===== config.mk =====
export PLATFORM = sky130hd
export DESIGN_NAME = mps_hit_readout_ctrl_flat
export DESIGN_NICKNAME = d
export VERILOG_FILES = /design/src/rtl/mps_pkg.sv /design/src/rtl/mps_hit_readout_ctrl_if.sv /design/src/rtl/mps_hit_pri_enc.sv /design/src/rtl/mps_hit_readout_ctrl.sv /design/src/flat_wrapper.sv
export SDC_FILE = /design/constraint.sdc
export NUM_CORES = 1
export LEC_CHECK = 0
export ABC_AREA = 1
export BUFFER_PORTS_ARGS = -buffer_cell sky130_fd_sc_hd__buf_2
export CORE_MARGIN = 2
export CORE_UTILIZATION = 45
export CTS_CLUSTER_SIZE = 12
export DETAILED_ROUTE_END_ITERATION = 10
export MAX_ROUTING_LAYER = met4
export PLACE_DENSITY = 0.68
export RECOVER_POWER = 25
export SLEW_MARGIN = 10
export SYNTH_ARGS = -nofsm -noshare
export SYNTH_HDL_FRONTEND = slang
export SYNTH_SLANG_ARGS = --single-unit

===== constraint.sdc =====
create_clock -name clk -period 1.4 [get_ports clk]
set_input_delay 0.07 -clock clk [delete_from_list [all_inputs] [get_ports clk]]
set_output_delay 0.07 -clock clk [all_outputs]
set_load 0.005 [all_outputs]

===== src/rtl/mps_pkg.sv =====
// Shared types for the MPS pixel-group readout: FSM states, default geometry, EOF flag position.
// Pure declarations; no timing or flow control of its own.
package mps_pkg;

    typedef enum logic [2:0] {
        S_IDLE,
        S_SNAP,
        S_SCAN,
        S_SEND,
        S_CLR,
        S_EOF
    } state_t;

    localparam int NPIX_DEF = 8;
    localparam int AW_DEF   = 3;

    // The EOF flag sits just above the (AW+1)-bit address/count field.
    function automatic int eof_bit(input int aw);
        return aw + 1;
    endfunction

endpackage


===== src/rtl/mps_hit_readout_ctrl_if.sv =====
// Readout word link toward the column/serializer: valid/ready, word = {eof, addr-or-count}.
// A word is held by the master until a cycle with valid and ready both high.
interface mps_hit_readout_ctrl_if #(
    parameter int AW = 3
);
    logic          out_valid;
    logic          out_ready;
    logic [AW+1:0] out_data;

    modport master (
        output out_valid,
        output out_data,
        input  out_ready
    );

    modport slave (
        input  out_valid,
        input  out_data,
        output out_ready
    );
endinterface


===== src/rtl/mps_hit_pri_enc.sv =====
// Highest-index-first priority encoder over the snapped hit mask, plus any-hit flag.
// Purely combinational (zero latency); no flow control.
module mps_hit_pri_enc #(
    parameter int NPIX = 8,
    parameter int AW   = 3
) (
    input  logic [NPIX-1:0] i_mask,
    output logic [AW-1:0]   o_idx,
    output logic            o_any
);

    // Ascending scan: the last set bit seen is the highest index.
    always_comb begin
        o_idx = '0;
        for (int i = 0; i < NPIX; i++) begin
            if (i_mask[i]) begin
                o_idx = AW'(i);
            end
        end
    end

    assign o_any = |i_mask;

endmodule


===== src/rtl/mps_hit_readout_ctrl.sv =====
// Pixel-group readout sequencer: snapshot hits on start, stream one address per hit, clear it, close with EOF count.
// First word 3 cycles after start, 2+RST_CYC cycles per hit; words are held stable while out_ready is low.
module mps_hit_readout_ctrl
    import mps_pkg::*;
#(
    parameter int NPIX    = NPIX_DEF,
    parameter int AW      = AW_DEF,
    parameter int RST_CYC = 2
) (
    input  logic                          clk,
    input  logic                          rst_n,
    input  logic [NPIX-1:0]               pix_state,
    input  logic                          start,
    output logic [NPIX-1:0]               pix_reset,
    mps_hit_readout_ctrl_if.master        out_if,
    output logic                          busy,
    output logic                          done
);

    localparam int CW      = (RST_CYC > 1) ? $clog2(RST_CYC) : 1;
    localparam int EOF_BIT = eof_bit(AW);

    state_t           r_state;
    state_t           w_state_nxt;
    logic [NPIX-1:0]  r_hit_mask;
    logic [AW:0]      r_hit_cnt;
    logic [AW-1:0]    r_cur_addr;
    logic [CW-1:0]    r_rst_cnt;
    logic             r_eof_arm;

    logic [AW-1:0]    w_enc_idx;
    logic             w_enc_any;
    logic             w_out_valid;
    logic [AW+1:0]    w_out_data;
    logic             w_xfer;
    logic             w_rst_last;

    mps_hit_pri_enc #(
        .NPIX (NPIX),
        .AW   (AW)
    ) u_pri_enc (
        .i_mask (r_hit_mask),
        .o_idx  (w_enc_idx),
        .o_any  (w_enc_any)
    );

    assign w_xfer     = w_out_valid & out_if.out_ready;
    assign w_rst_last = (r_rst_cnt == CW'(RST_CYC - 1));

    always_comb begin
        w_state_nxt = r_state;
        case (r_state)
            S_IDLE: if (start) w_state_nxt = S_SNAP;
            S_SNAP: w_state_nxt = S_SCAN;
            S_SCAN: w_state_nxt = w_enc_any ? S_SEND : S_EOF;
            S_SEND: if (w_xfer) w_state_nxt = S_CLR;
            S_CLR:  if (w_rst_last) w_state_nxt = S_SCAN;
            S_EOF:  if (w_xfer) w_state_nxt = S_IDLE;
            default: w_state_nxt = S_IDLE;
        endcase
    end

    always_ff @(posedge clk or negedge rst_n) begin
        if (!rst_n) begin
            r_state    <= S_IDLE;
            r_hit_mask <= '0;
            r_hit_cnt  <= '0;
            r_cur_addr <= '0;
            r_rst_cnt  <= '0;
            r_eof_arm  <= 1'b0;
        end else begin
            r_state <= w_state_nxt;
            case (r_state)
                S_SNAP: begin
                    r_hit_mask <= pix_state;
                    r_hit_cnt  <= '0;
                end
                S_SCAN: begin
                    if (w_enc_any) r_cur_addr <= w_enc_idx;
                end
                S_SEND: begin
                    if (w_xfer) begin
                        r_hit_cnt              <= r_hit_cnt + (AW+1)'(1);
                        r_hit_mask[r_cur_addr] <= 1'b0;
                    end
                end
                S_CLR: begin
                    r_rst_cnt <= w_rst_last ? '0 : r_rst_cnt + CW'(1);
                end
                // The first EOF cycle arms the word; it is presented from the second cycle on.
                S_EOF: begin
                    r_eof_arm <= ~w_xfer;
                end
                default: ;
            endcase
        end
    end

    always_comb begin
        w_out_valid = 1'b0;
        w_out_data  = '0;
        pix_reset   = '0;
        case (r_state)
            S_SEND: begin
                w_out_valid         = 1'b1;
                w_out_data[AW:0]    = {1'b0, r_cur_addr};
            end
            S_EOF: begin
                if (r_eof_arm) begin
                    w_out_valid         = 1'b1;
                    w_out_data[EOF_BIT] = 1'b1;
                    w_out_data[AW:0]    = r_hit_cnt;
                end
            end
            S_CLR: pix_reset[r_cur_addr] = 1'b1;
            default: ;
        endcase
    end

    assign out_if.out_valid = w_out_valid;
    assign out_if.out_data  = w_out_data;
    assign busy             = (r_state != S_IDLE);
    assign done             = (r_state == S_EOF) & w_xfer;

endmodule

===== src/flat_wrapper.sv =====
// flat-port wrapper written by rule: the top's interface ports become plain ports
module mps_hit_readout_ctrl_flat import mps_pkg::*;
#(
    parameter int NPIX    = NPIX_DEF,
    parameter int AW      = AW_DEF,
    parameter int RST_CYC = 2
)
  (clk, rst_n, pix_state, start, pix_reset, busy, done, out_if_out_valid, out_if_out_data, out_if_out_ready);
  mps_hit_readout_ctrl_if #(.AW(AW)) out_if_i ();
  input  logic clk;
  input  logic rst_n;
  input  logic [NPIX-1:0] pix_state;
  input  logic start;
  output logic [NPIX-1:0] pix_reset;
  output logic busy;
  output logic done;
  output wire logic [$bits(out_if_i.out_valid)-1:0] out_if_out_valid;
  output wire logic [$bits(out_if_i.out_data)-1:0] out_if_out_data;
  input wire logic [$bits(out_if_i.out_ready)-1:0] out_if_out_ready;
  assign out_if_out_valid = out_if_i.out_valid;
  assign out_if_out_data = out_if_i.out_data;
  assign out_if_i.out_ready = out_if_out_ready;
  mps_hit_readout_ctrl #(.NPIX(NPIX), .AW(AW), .RST_CYC(RST_CYC)) u_core (.clk(clk), .rst_n(rst_n), .pix_state(pix_state), .start(start), .pix_reset(pix_reset), .out_if(out_if_i), .busy(busy), .done(done));
endmodule

==> run metrics, run 1 <==
hold_ws 0.0674 ns; total grt overflow 0; Worst setup endpoint out_if_out_data[1]; sequential share of the synthesized area 39.7%; DRT iter0 DRCs 32; ant diodes 0; Slew Limit Fails 0; largest cells by area after synthesis dfrtp_1, nand2_1, nand3_1; Longest Clk Path Bufs 2; CTS HTree Levels 1; worst vdd ir 0.00122 V; RR Startpoint u_core.r_state[2]$_DFFE_PN0P_; number of synthesized register bits 20; All-Layer GR Usage 22.0%; most frequent cells in the layout nand2_1, inv_1, buf_2; fin crit period 1.48 ns; hpwl dp 2.25 mm; GR Util met2 35.0%; Routed Antenna Nets 0; CTS tree yes; GR met1 Demand/Resource 29.3%; fillers 234; sw frac 46.6%; clock sinks 20; global routing's busiest layer met2; final hold violations 0; Hold Crit Class primary input to flop; die area 3240 µm²; FMAX 0.677 GHz; Core ar. 2710 µm²; Worst Setup SP u_core.r_state[1]$_DFFE_PN0P_; Pwr Density 2120 nW/µm²; LEAKAGE 0.000940 µW; RSZ-0062 raised after global routing yes; clk_lat worst skew 0.31 ns; combinational power share 55.4%; Startpoint Class flop; Sw Pwr 1710 µW; GR Layer Usage met3 3.17%; synth warn 0; Syn Nets 199; crit end category primary output; Final setup viols 6; largest net degree at the start of global routing 21; TritonCTS Buffers 3; Synth Area per Inst 6.78 µm²; pre-CTS setup slack 0.0244 ns; top cell family by delay on the critical path flip-flops; GP Congestion 0.838; cells on worst reg2reg path 7; status complete, but fails checks; Setup CP Type flop to primary output; final worst slack -0.0778 ns; synthesis-to-finish area growth 36.6%; vias 1,352; wire per inst 13.0 µm; first-pass GRT wire length 5.51 mm; initial core utilization 46.5%; drt pass-1 iters 4; Slew HR 65.6%; share of layout cells above drive strength 1 35.3%; Yosys top cell area share 39.7%; Ports 28; Netlist cell types 22; Layout Nets 246; routed wire length 3.41 mm; worst slew pin tran 0.517 ns; R2R Setup Slk 0.02 ns; failing checks negative setup slack; Slowest cell on crit path dfrtp_2; commonest non-fill, non-tap cell in the layout nand2_1; max-cap violations 0; # DRC 0; Worst EP required 1.33 ns; Crit path depth 5; cell taking the most area after synthesis dfrtp_1; Worst-path clk slew 0.13 ns; root buf cell clkbuf_4; IO buf count 27; P_int 1950 µW; CP max FO 6; R2R Path End u_core.r_hit_mask[0]$_DFFE_PN0P_; vias in the first global route 1,286; Post-Syn Area 1260 µm²; Die W 56.9 µm; clk_skew 0.00714 ns; worst path arrival time 1.41 ns; # rows 19; vias per cell 5.14; max incr delay on CP 0.46 ns; Syn Inst Count 186; initial antenna violation count 0; Clock power frac 13.5%; Sequential Power Share 31.2%; worst-path cell chain nand2_2 -> nor2_4 -> clkinv_4 -> o22ai_1 -> buf_2; Die Span Y 56.9 µm; crit path buf inv count 2; Final period util 106%
## timing repair
| action | 4_1_cts | 5_1_grt |
|---|---|---|
| hold endpoints to repair | 20 | 0 |
| buffers inserted | 7 | 8 |
| hold buffers | 1 | 0 |
| pin swaps | 3 | 9 |
| gates resized for setup | 7 | 31 |
| endpoints found under the setup margin | 15 | 27 |
## per-stage QoR
stage	utilization [%]	TNS, ns	area [µm²]	power, µW	cells
after floorplan	-	0	1260	2240	186
after global placement	52.5	0	1420	2560	243
after detailed placement	52.5	0	1420	2600	243
after CTS	57.5	-0.788	1560	3260	255
after global routing	63.6	-1.96	1720	3970	263
final	63.6	-0.293	1720	3660	263
## flip-flops by register name, summed over array words and instances (netlist names)
name               count
u_core.r_eof_arm       1
u_core.r_hit_mask      8
u_core.r_cur_addr      3
u_core.r_state         3
u_core.r_rst_cnt       1
u_core.r_hit_cnt       4
## cell type report
type | count | area [µm²] | area share [%]
Multi-Input combinational cell | 126 | 696 | 40.4
Clock buffer | 3 | 22.5 | 1.31
Clock inverter | 1 | 30.0 | 1.74
Sequential cell | 20 | 504 | 29.3
Timing Repair Buffer | 46 | 292 | 16.9
Inverter | 36 | 140 | 8.13
Tap cell | 31 | 38.8 | 2.25
## worst min-delay path by stage
stage | startpoint | end | slack (ns) | cells after the start
after floorplan | rst_n | u_core.r_cur_addr[0]$_DFFE_PN0P_ | -0.23 | 0
after global placement | rst_n | u_core.r_eof_arm$_DFFE_PN0N_ | 0.05 | 1
after detailed placement | rst_n | u_core.r_hit_cnt[1]$_DFFE_PN0P_ | 0.05 | 1
after CTS | pix_state[7] | u_core.r_hit_mask[7]$_DFFE_PN0P_ | 0.06 | 5
after global routing | pix_state[7] | u_core.r_hit_mask[7]$_DFFE_PN0P_ | 0.08 | 5
final | pix_state[7] | u_core.r_hit_mask[7]$_DFFE_PN0P_ | 0.07 | 5
## cell usage after synthesis
| cell | number |
|---|---|
| nand4_1 | 2 |
| nand2_1 | 49 |
| ha_1 | 1 |
| nor2_1 | 17 |
| inv_2 | 4 |
| a31oi_1 | 1 |
| nor2_4 | 2 |
| a211oi_1 | 1 |
| nand3_1 | 25 |
| nor2_2 | 2 |
| inv_1 | 32 |
| dfrtp_1 | 20 |
| o21ai_1 | 10 |
| a21oi_1 | 1 |
| buf_6 | 2 |
| buf_2 | 1 |
| o211ai_1 | 1 |
| buf_4 | 1 |
| o21ai_0 | 6 |
| nand2_2 | 4 |
| o21bai_1 | 1 |
| o22ai_1 | 3 |
## power groups by stage
| stage | registers [µW] | clock network, µW | logic, µW |
|---|---|---|---|
| after floorplan | 1020 | 0 | 1210 |
| final | 1140 | 492 | 2020 |
| after global placement | 1090 | 0 | 1460 |
| after CTS | 1090 | 500 | 1670 |
| after global routing | 1170 | 532 | 2270 |
| after detailed placement | 1110 | 0 | 1500 |
## worst reg2reg max path: cells and delay by family, from the launching register on
kind	cells	cell delay (ns)
simple gates	4	0.47
compound gates	1	0.08
flops	1	0.48
buf+inv	2	0.24
## kinds of logic (layout without fill, tap and decap cells)
family	after synthesis	after routing	synth area share (%)
AOI/OAI and AO/OA	24	24	10.5
adders and majority gates	1	1	0.992
buffers and inverters	40	86	13.5
DFF	20	20	39.7
and+or+nand+nor	101	101	35.3
## metal layers
layer / wire, µm / vias to the layer above
li1: - / 675
met1: 1570 / 627
met2: 1630 / 48
met3: 186 / 2
met4: 21 / 0
met5: 0 / -
Power figures use the tool's default switching activity.
==> run 2: changes to the inputs <==
--- a/config.mk
+++ b/config.mk
@@ -5,10 +5,10 @@
 export SDC_FILE = /design/constraint.sdc
 export NUM_CORES = 1
 export LEC_CHECK = 0
-export ABC_AREA = 1
 export BUFFER_PORTS_ARGS = -buffer_cell sky130_fd_sc_hd__buf_2
 export CORE_MARGIN = 2
 export CORE_UTILIZATION = 45
+export CTS_CLUSTER_DIAMETER = 50
 export CTS_CLUSTER_SIZE = 12
 export DETAILED_ROUTE_END_ITERATION = 10
 export MAX_ROUTING_LAYER = met4
==> run 2 against run 1 <==
  * The flow still finishes with violations (negative setup slack)
  * Final cell count fell by 11%
  * Clock skew down 0.0029 ns
  * Utilization rose by 5.4 points
  * Critical path type unchanged
  * Register-to-register slack worse by 0.18 ns
  * Clock-buffer cell count did not move
  * Worst setup slack got worse by 0.11 ns
  * Worst hold slack worse by 0.020 ns
  * Wire length is 2.5% higher
==> run metrics, run 2 <==
status complete, but fails checks; failing checks negative setup slack; clk_skew 0.00423 ns (-0.00291 ns); initial core utilization 48.5% (+2.0 points); clk_lat worst skew 0.30 ns (about the same); sw frac 41.1% (-5.6 points); fin crit period 1.59 ns (+0.114 ns); synth warn 0 (unchanged); TritonCTS Buffers 3 (unchanged); R2R Setup Slk -0.16 ns (-0.18 ns); hold_ws 0.0470 ns (-0.0204 ns); met1 WL 1.58 mm (+0.64%); Pwr Density 2220 nW/µm² (+4.7%); Sequential Power Share 28.1% (-3.1 points); crit end category primary output; Syn Nets 156 (-22%); Met2 Wirelength 1.76 mm (+7.8%); IO buf count 27 (unchanged); Biggest register u_core.r_hit_mask; pre-CTS setup slack -0.129 ns (-0.154 ns); P_int 2300 µW (+18%); number of synthesized flops with an enable pin 0 (unchanged); vias 1,257 (-7.0%); worst vdd ir 0.00128 V (+4.6%); final hold violations 0 (unchanged); Worst-path clk slew 0.12 ns (about the same); combinational power share 64.8% (+9.4 points); Finished Layout Cells 233 (-11%); R2R Path End u_core.r_cur_addr[0]$_DFFE_PN0P_; Min-Delay Startpoint pix_state[3]; initial antenna violation count 0 (unchanged); final worst slack -0.192 ns (-0.114 ns); commonest non-fill, non-tap cell in the layout buf_4; DRT iter0 DRCs 51 (+59%); Synth Area per Inst 8.64 µm² (+27%); CP max FO 4 (-2); Hold Path Sink u_core.r_hit_mask[3]$_DFFE_PN0P_; clock sinks 20 (unchanged); LEAKAGE 0.000856 µW (-8.9%); Netlist cell types 40 (+82%); largest cells by area after synthesis dfrtp_1, nor2_1, a21oi_1; Worst EP required 1.33 ns (about the same); Slew HR 65.7% (+0.16 points); Final setup viols 26 (+20); Ports 28 (unchanged); Setup CP Type flop to primary output; max FFs per register 8 (unchanged); Yosys top cell area share 40.5% (+0.84 points); most frequent cells in the layout buf_4, buf_2, nor2_1, dfrtp_1, a21oi_1; total grt overflow 0 (unchanged); Clock power frac 7.2% (-6.3 points); synthesis-to-finish area growth 42.1%; Power Total 3900 µW (+6.7%); first-pass GRT wire length 5.41 mm (-1.8%); Startpoint Class flop; Slew Limit Fails 0 (unchanged); Syn Inst Count 143 (-23%); worst hold stages 3 (-2); most common library cells after synthesis dfrtp_1, nor2_1, a21oi_1; All-Layer GR Usage 21.9% (-0.16 points); RSZ-0062 raised after global routing yes; Synth async-reset ratio 100% (unchanged); max incr delay on CP 0.43 ns (-0.03 ns); Longest Clk Path Bufs 2 (unchanged); wire per inst 15.0 µm (+16%); RR Startpoint u_core.r_hit_mask[0]$_DFFE_PN0P_; DP Cell Count 212 (-13%); Layout Nets 218 (-11%); wire length on met3 127 µm (-32%); vias per cell 5.39 (+4.9%); routed wire length 3.49 mm (+2.5%); die area 3180 µm² (-1.9%); Die W 56.4 µm (-0.97%); top layer in use met4; Sw Pwr 1600 µW (-6.1%); worst path arrival time 1.52 ns (+0.11 ns); worst-path cell chain and2b_1 -> nor2b_4 -> nand2_2 -> nor3_2 -> buf_2; Die Span Y 56.4 µm (-0.97%); Most used DFF post-synth dfrtp_1; sequential share of the synthesized area 40.5% (+0.84 points); Final period util 114% (+8.2 points); number of synthesized register bits 20 (unchanged); Slowest cell on crit path dfrtp_1; cell taking the most area after synthesis dfrtp_1; FMAX 0.628 GHz (-7.2%); # rows 18 (-1); share of layout cells above drive strength 1 44.8% (+9.5 points); worst slew pin tran 0.514 ns (-0.00247 ns); max-cap violations 0 (unchanged); largest net degree at the start of global routing 21 (unchanged); Hold Crit Class primary input to flop; ant diodes 0 (unchanged); Post-Syn Area 1230 µm² (-2.1%); GP Congestion 0.845 (+0.91%); Routed Antenna Nets 0 (unchanged); Core ar. 2540 µm² (-6.1%); Largest regs u_core.r_hit_mask (8), u_core.r_hit_cnt (4); CTS tree yes; hpwl dp 2.30 mm (+2.1%); cells on worst reg2reg path 4 (-3); drt pass-1 iters 4 (unchanged); root buf cell clkbuf_4; CTS HTree Levels 1 (unchanged); vias in the first global route 1,231 (-4.3%); # DRC 0 (unchanged)
[run 2: changes by cell type in the layout (fill, tap and decap cells not counted), sizes merged, moves of 3 or more]
cell    previous run  this run
a21oi              1        15
o22ai              3         0
nand2             53         9
nor2b              0         4
inv               35         4
a22o               0         6
or3                0         3
nor3               0         5
o21ai             16        10
buf               44        65
nand3             25         3
nand2b             0         6
[run 2: timing repair]
| item | CTS | global route |
|---|---|---|
| pin swaps | 13 | 6 |
| gates resized for setup | 17 | 12 |
| hold buffers | 1 | 0 |
| setup endpoints to repair | 20 | 29 |
| hold endpoints to repair | 20 | 0 |
| cloned | 0 | 1 |
| setup buffers | 11 | 6 |
[run 2: logic make-up (layout without fill, tap and decap cells)]
logic type	Yosys count	in the layout	synth area share, %
and+or+nand+nor	65	65	29.7
AOI/OAI and AO/OA	38	38	19.2
buffers and inverters	14	74	4.96
adders and majority gates	1	1	1.01
xor gates and xnor gates	2	2	1.42
DFF	20	20	40.5
muxes	3	3	3.24
[run 2: through the flow]
stage                     cell area (µm²)  setup TNS [ns]  util, %
final                                1760           -2.98     69.0
after global routing                 1760           -5.21     69.0
after CTS                            1690           -2.12     66.2
after detailed placement             1540          -0.378     60.5
after global placement               1540          -0.296     60.5
after floorplan                      1230          -0.285        -
[run 2: metal layers]
layer | vias to the layer above | GRT usage [%]
met2 | 29 | 36.5
met5 | - | -
met1 | 602 | 27.4
met3 | 4 | 3.00
met4 | 0 | 7.14
li1 | 622 | -
[run 2: worst max-delay path: cells and delay by family, from the launching register on]
kind                   cells  cell delay (ns)
buffers and inverters      1             0.13
and+or+nand+nor            4             0.67
DFF                        1             0.43
[run 2: power groups by stage]
stage / Clock [µW] / Combinational [µW] / Sequential (µW)
after floorplan: 0 / 1210 / 1030
after global placement: 0 / 1950 / 1090
after detailed placement: 0 / 2000 / 1110
after CTS: 285 / 2280 / 1080
after global routing: 308 / 2750 / 1130
final: 280 / 2530 / 1090
[run 2: area by class of cell]
cell class	count	area, µm²
repair buffers	67	453
fillers	201	790
flip-flops and latches	20	503
clock buffers	3	22.5
inverters	4	15.0
well taps	30	37.5
multi-input cells	109	724
[run 2: how the worst max path moves through the flow]
stage,startpoint,to,slack [ns],cells after the start
CTS,u_core.r_state[1]$_DFFE_PN0P_,pix_reset[1],-0.15,5
finish,u_core.r_state[1]$_DFFE_PN0P_,pix_reset[1],-0.19,5
detailed placement,u_core.r_hit_mask[0]$_DFFE_PN0P_,u_core.r_cur_addr[0]$_DFFE_PN0P_,-0.13,4
floorplan,u_core.r_hit_mask[2]$_DFFE_PN0P_,u_core.r_cur_addr[0]$_DFFE_PN0P_,-0.11,4
global route,u_core.r_state[1]$_DFFE_PN0P_,pix_reset[1],-0.31,5
global placement,u_core.r_hit_mask[0]$_DFFE_PN0P_,u_core.r_cur_addr[1]$_DFFE_PN0P_,-0.11,4
